==> src/rtl/tx_d_wrapper.sv <==
// UART 8N1 transmit front end: serialises general bytes and ADC FIFO bytes onto SDO,
// LSB first, general bytes taking priority at every frame boundary.
module tx_d_wrapper #(
    parameter int CLKS_PER_BIT  = 868,
    parameter int VALID_TIMEOUT = 8
) (
    input  logic       Clock,
    input  logic       Reset,
    input  logic [7:0] ADCData,
    input  logic [7:0] generalData,
    input  logic       generalDataWrite,
    input  logic       adcDataStreamingMode,
    input  logic       adcDataValid,
    output logic       adcDataStrobe,
    output logic       SDO
);

    localparam int BW = $clog2(CLKS_PER_BIT + 1);
    localparam int TW = $clog2(VALID_TIMEOUT + 1);
    localparam logic [BW-1:0] BAUD_MAX = BW'(CLKS_PER_BIT - 1);
    localparam logic [TW-1:0] WAIT_MAX = TW'(VALID_TIMEOUT - 1);

    typedef enum logic [2:0] {
        IDLE,
        REQ,
        WAIT_VALID,
        START,
        DATA,
        STOP
    } state_t;

    state_t        state;
    state_t        stateNext;
    logic [BW-1:0] baudCnt;
    logic [2:0]    bitCnt;
    logic [TW-1:0] waitCnt;
    logic [7:0]    shiftReg;
    logic [7:0]    genHold;
    logic          genPending;
    logic          genInFlight;
    logic          baudEnd;
    logic          loadGen;
    logic          loadAdc;
    logic          frameEnd;
    logic          genAccept;
    logic          sdoNext;

    // State register
    always_ff @(posedge Clock) begin
        if (Reset) begin
            state <= IDLE;
        end else begin
            state <= stateNext;
        end
    end

    // Next-state decode, load controls and the value SDO takes on the next edge
    always_comb begin
        stateNext = state;
        loadGen   = 1'b0;
        loadAdc   = 1'b0;
        frameEnd  = 1'b0;
        baudEnd   = (baudCnt == BAUD_MAX);
        sdoNext   = 1'b1;
        case (state)
            IDLE: begin
                if (genPending) begin
                    loadGen   = 1'b1;
                    stateNext = START;
                end else if (adcDataStreamingMode) begin
                    stateNext = REQ;
                end
            end
            REQ: stateNext = WAIT_VALID;
            WAIT_VALID: begin
                if (adcDataValid) begin
                    loadAdc   = 1'b1;
                    stateNext = START;
                end else if (waitCnt == WAIT_MAX) begin
                    stateNext = IDLE;
                end
            end
            START: begin
                sdoNext = 1'b0;
                if (baudEnd) stateNext = DATA;
            end
            DATA: begin
                sdoNext = shiftReg[0];
                if (baudEnd && bitCnt == 3'd7) stateNext = STOP;
            end
            STOP: begin
                if (baudEnd) begin
                    frameEnd  = 1'b1;
                    stateNext = IDLE;
                end
            end
            default: stateNext = IDLE;
        endcase
        // A general byte still on the line blocks new writes, except on the
        // cycle its stop bit finishes.
        genAccept = generalDataWrite && !genPending && (!genInFlight || frameEnd);
    end

    // FIFO read request is a pure decode of the one-cycle REQ state
    always_comb begin
        adcDataStrobe = (state == REQ);
    end

    // Datapath: holding register, shifter, baud/bit/timeout counters, registered SDO
    always_ff @(posedge Clock) begin
        if (Reset) begin
            SDO         <= 1'b1;
            genHold     <= '0;
            genPending  <= 1'b0;
            genInFlight <= 1'b0;
            shiftReg    <= '0;
            baudCnt     <= '0;
            bitCnt      <= '0;
            waitCnt     <= '0;
        end else begin
            SDO <= sdoNext;

            if (genAccept) begin
                genHold    <= generalData;
                genPending <= 1'b1;
            end else if (loadGen) begin
                genPending <= 1'b0;
            end

            if (loadGen) begin
                shiftReg    <= genHold;
                genInFlight <= 1'b1;
            end else if (loadAdc) begin
                shiftReg <= ADCData;
            end else if (state == DATA && baudEnd) begin
                shiftReg <= shiftReg >> 1;
            end

            if (frameEnd) genInFlight <= 1'b0;

            if (state == WAIT_VALID) begin
                waitCnt <= waitCnt + 1'b1;
            end else begin
                waitCnt <= '0;
            end

            if (state == START || state == DATA || state == STOP) begin
                baudCnt <= baudEnd ? '0 : baudCnt + 1'b1;
            end else begin
                baudCnt <= '0;
            end

            if (state == DATA) begin
                if (baudEnd) bitCnt <= bitCnt + 1'b1;
            end else begin
                bitCnt <= '0;
            end
        end
    end

endmodule

==> config.mk <==
export PLATFORM = sky130hd
export DESIGN_NAME = tx_d_wrapper
export DESIGN_NICKNAME = d
export VERILOG_FILES = /design/src/rtl/tx_d_wrapper.sv
export SDC_FILE = /design/constraint.sdc
export NUM_CORES = 1
export LEC_CHECK = 0
export CORE_MARGIN = 5
export CORE_UTILIZATION = 40
export CTS_CLUSTER_SIZE = 12
export DETAILED_ROUTE_END_ITERATION = 7
export GPL_TIMING_DRIVEN = 0
export PLACE_DENSITY = 0.65
export SLEW_MARGIN = 40
export SYNTH_ARGS = -nofsm -noshare
export SYNTH_HDL_FRONTEND = slang
export SYNTH_SLANG_ARGS = --single-unit
==> constraint.sdc <==
create_clock -name Clock -period 1.97 [get_ports Clock]
set_clock_uncertainty 0.15 [all_clocks]
set_input_delay 0.2955 -clock Clock [delete_from_list [all_inputs] [get_ports Clock]]
set_output_delay 0.2955 -clock Clock [all_outputs]
set_load 0.01 [all_outputs]
After elaboration in Yosys (flattened, before gate mapping)
Cells that the tools add are included.
{"block": "totals", "reg_bits": 39, "latchBits": 0, "ramBits": 0, "rom_bits": 0, "output_inout_bits": 2, "n_memories": 0}
{"block": "op_classes", "addsub": 3, "mul": 0, "div_mod_pow": 0, "magnitude_cmp": 0, "n_eq_ne": 13, "n_shift": 0, "mux": 20, "bitwise_logic": 3, "reduce_logical": 17}
{"cell": "8-bit 2-to-1 mux", "n": 3}
{"cell": "3-bit 2-to-1 mux", "n": 7}
{"cell": "3-bit one-hot mux with 6 select lines", "n": 1}
{"cell": "10-bit by 1-bit adder with 10-bit output (second input constant)", "n": 1}
{"cell": "10-bit equality test (second input constant)", "n": 1}
{"cell": "3-bit equality test (second input constant)", "n": 3}
{"cell": "1-bit 2-to-1 mux", "n": 8}
{"cell": "3-bit by 2-bit equality test with 1-bit output (second input constant)", "n": 2}
{"cell": "2-bit inequality test (second input constant)", "n": 3}
{"cell": "3-bit inequality test (second input constant)", "n": 2}
{"cell": "2-bit OR reduction", "n": 3}
{"cell": "5-bit AND reduction", "n": 1}
{"cell": "4-bit by 1-bit adder with 4-bit output (second input constant)", "n": 1}
{"cell": "4-bit by 3-bit equality test with 1-bit output (second input constant)", "n": 1}
{"cell": "1-bit logical AND", "n": 4}
{"cell": "3-bit by 1-bit adder with 3-bit output (second input constant)", "n": 1}
{"cell": "3-bit by 1-bit equality test with 1-bit output (second input constant)", "n": 1}
{"cell": "3-bit zero test", "n": 1}
{"cell": "1-bit logical OR", "n": 3}
{"cell": "1-bit NOT", "n": 3}
{"cell": "3-bit nonzero test", "n": 1}
{"cell": "3-bit OR reduction", "n": 1}
{"cell": "1-bit zero test", "n": 2}
{"cell": "1-bit one-hot mux with 2 select lines", "n": 1}
{"cell": "2-bit nonzero test", "n": 1}

Longest topological paths before layout
{"block": "logic_depth", "ltp_word": 6, "mapped_depth": 6, "depth_no_buf": 5}

Worst setup path before layout
OpenSTA, ideal clock, no wires.
{"block": "synth_path", "path_type": "flip-flop to flip-flop", "from": "reg baudCnt[0]", "to": "reg shiftReg[1]", "setup_time_ns": 0.117, "t_arrival_ns": 1.495, "path_slack_ns": 0.207, "stages_incl_launch_ff": 6, "path_buffers": 0, "period_less_slack_ns": 1.763, "path_cell_list": "dfxtp_1 -> ha_1 -> nor4b_4 -> nand3_2 -> o211a_1 -> a32o_1"}
{"block": "synth_between", "elab_chain_cells": 3}
{"element": "from (decl)", "line_no": "34", "source": "logic [BW-1:0] baudCnt;"}
{"element": "from (signal assigned)", "line_no": "148", "source": "baudCnt <= baudEnd ? '0 : baudCnt + 1'b1;"}
{"element": "10-bit equality test", "line_no": "63", "source": "baudEnd = (baudCnt == BAUD_MAX);"}
{"element": "1-bit logical AND", "line_no": "135", "source": "end else if (state == DATA && baudEnd) begin"}
{"element": "3-bit nonzero test (no source line)"}
{"element": "to (signal assigned)", "line_no": "131", "source": "shiftReg <= genHold;"}
{"element": "to (signal assigned)", "line_no": "134", "source": "shiftReg <= ADCData;"}
{"element": "to (signal assigned)", "line_no": "136", "source": "shiftReg <= shiftReg >> 1;"}
{"element": "to (decl)", "line_no": "37", "source": "logic [7:0] shiftReg;"}
Every way passes these cells.
A chain may end at the register's enable or synchronous reset.

Final worst setup path
{"block": "layout_path", "from": "reg baudCnt[1]", "to": "reg shiftReg[6]"}
Same word-level chain as after synthesis.

==> impl_metrics.yaml <==
synth:
  async_reset_ff_share_pct: 0
  syn-num-nets: 235
  synth_most_common_cell: "dfxtp_1"
  synth_top_area_share_pct: 41.38
  ys_ff_latch: 39
  syn_avg_cell_area_sq_um: 8.985
  synth_warnings: 0
  synth_edf_count: 0
  synthesis.area_sq_um: 1887
  synth_top_cells_by_count: "dfxtp_1 (39), nand2_1 (20), nor2_1 (19)"
  yosysTopAreaCell: "dfxtp_1"
  synth.distinct_cells: 44
  seq_area_frac_synth_pct: 41.38
  ys.flop_type: "dfxtp_1"
  synth_cells: 210
  netlist_top_cells_area: "dfxtp_1 (41%), a21oi_1 (4.2%), mux2i_1 (4.2%)"
placement:
  numPortBuffers: 21
  hpwl_microns: 2923
  placed_cell_area_sq_um: 2165
  place_ws_ns: -0.2131
  globalplace.congestion: 0.8240
critical_path:
  critPathKind: "flip-flop to flip-flop"
  endpoint_kind: "flip-flop"
  required_ns: 2.01
  path_cells: "ha_2 -> nor4b_4 -> nand3_4 -> o211a_4 -> a32o_1"
  critPathArrivalTime_ns: 1.90
  cpPeakStageDelay_ns: 0.35
  crit_family: "compound AO/OA/AOI/OAI gates"
  worstPathMaxFanout: 7
  critical_path_buf_inv_count: 0
  cp_slowest_cell: "dfxtp_1"
  worstSetupStartpointType: "flip-flop"
routing:
  drt-pass1-iter-count: 4
  wl_met3_microns: 201
  vias: 1577
  wl_per_cell_microns: 13.94
  top_layer: "met4"
  vias_per_cell: 5.382
  routed-wl-met2_microns: 1736
  final_antenna_net_count: 0
  wl_met1_microns: 2069
  routed_wl_microns: 4084
  drc: 0
  drt_iter0_markers: 62
layout:
  num_antenna_cells: 0
  fill_cells: 443
  drive_above_1_share_pct: 10.46
  design_area_sq_um: 2307
  area_growth_pct: 22.28
  finalNetCount: 263
cts:
  cts_buffers: 5
  cts_tree: "done"
  clk_pin_slew_ns: 0.07
  htree_num_levels: 2
  clock_path_buffers: 2
  clkLatencyLatePin_ns: 0.29
  cts.sinks: 39
  root_buffer: "clkbuf_8"
hold_path:
  hp-class: "input pin to flip-flop"
floorplan:
  start_util_pct: 40.48
  die_w_microns: 78.68
  die_h_microns: 78.68
  die_area_sq_um: 6191
  coreArea_sq_um: 4661
  rows: 25
  ios: 23
pwr:
  p_leak_uw: 0.0008294
  irDropWorstVdd_uv: 395.2
  power_density_nw_per_um2: 890.1
  fin_total_pwr_uw: 2054
run_status:
  outcome: "complete, no violations"
sta:
  fin_hold_ws_ns: 0.2690
  setup_viol: 0
  period_minus_slack_ns: 1.863
  rsz0062_at_grt: "no"
  fmax_mhz: 536.8
  relSlewSlack_pct: 66.55
  drv_slew: 0
  fin_ws_ns: 0.1071
  finalHoldViolCount: 0
  finalCritPeriodShare_pct: 94.57
  finalSetupTns_ns: 0
  tightest_slew_ns: 0.5017
global_routing:
  grt_first_pass_wirelength_microns: 6658
  grt_pass1_vias: 1371
  antenna_found_initial: 0
  overflow: 0
  grt_max_degree: 12
  grtUsageTotal_pct: 13.61
run:
  maxCapViolCount: 0
==> cell type report <==
class / count / area, sq um / area share (%)
multi-input cells: 157 / 1079 / 46.75
flip-flops and latches: 39 / 782.0 / 33.89
repair buffers: 22 / 216.5 / 9.382
clock buffers: 8 / 100.1 / 4.338
well taps: 54 / 67.56 / 2.928
plain buffers: 11 / 55.05 / 2.386
inverters: 2 / 7.507 / 0.3254
==> placed cells by master, fill, tap and decap left out, types with 6 or more instances in the layout <==
cell type and count:
nand2b_1 10, mux2i_1 8, dfxtp_1 38, nand2_1 20, clkbuf_8 7, clkdlybuf4s50_1 20, a21oi_1 16, nor2_1 19
xor2_1 6, o21ai_0 9, a32o_1 7, o211ai_1 10
==> power by group <==
group / internal, uW / total (uW) / switching, uW
Combinational: 247 / 545 / 298
Sequential: 865 / 926 / 61.7
Clock: 319 / 582 / 262
Total: 1430 / 2050 / 622
==> final timing paths <==
path	endpoint	depth (start not counted)	slack, ns	start
worst max register to register	shiftReg[6]	5	0.11	baudCnt[1]
worst max-delay path	shiftReg[6]	5	0.11	baudCnt[1]
worst min register to register	baudCnt[0]	1	0.28	baudCnt[0]
worst min-delay path	genHold[7]	2	0.27	Reset
==> state kept, by name, indices dropped and copies added (netlist names) <==
name,count
shiftReg,8
SDO,1
genHold,8
genPending,1
baudCnt,10
waitCnt,4
state,3
genInFlight,1
bitCnt,3
==> per-layer routing <==
layer / track usage [%] / vias up
met4: 5.769 / 0
met2: 18.25 / 36
met1: 20.01 / 723
li1: - / 812
met3: 3.784 / 6
met5: 0 / -
==> metrics by stage <==
step           utilization, %  std cells
6_report                49.50        293
5_1_grt                 49.50        293
4_1_cts                 48.78        293
3_5_place_dp            46.44        285
3_3_place_gp            46.44        285
2_1_floorplan               -        210
==> what timing repair did <==
| action | 4_1_cts | 5_1_grt |
|---|---|---|
| resized for setup | 4 | 10 |
| buffers inserted | 0 | 1 |
| pin swaps | 0 | 2 |
| setup endpoints to repair | 10 | 18 |
| hold buffers | 0 | 0 |
==> worst register-to-register path, cell delays in order, from the launching register on <==
cell     delay [ns]
dfxtp_1        0.35
ha_2           0.21
nor4b_4        0.34
nand3_4        0.17
o211a_4        0.32
a32o_1         0.20
==> logic make-up after synthesis <==
family | Yosys count | synth area share, %
AND/OR/NAND/NOR | 80 | 23.67
AO/OA/AOI/OAI | 54 | 19.89
flip-flops | 39 | 41.38
buffers and inverters | 14 | 3.050
XOR/XNOR | 11 | 5.106
multiplexers | 8 | 4.244
adder cells (fa/ha/maj) | 4 | 2.653
(Power assumes the default switching activity.)
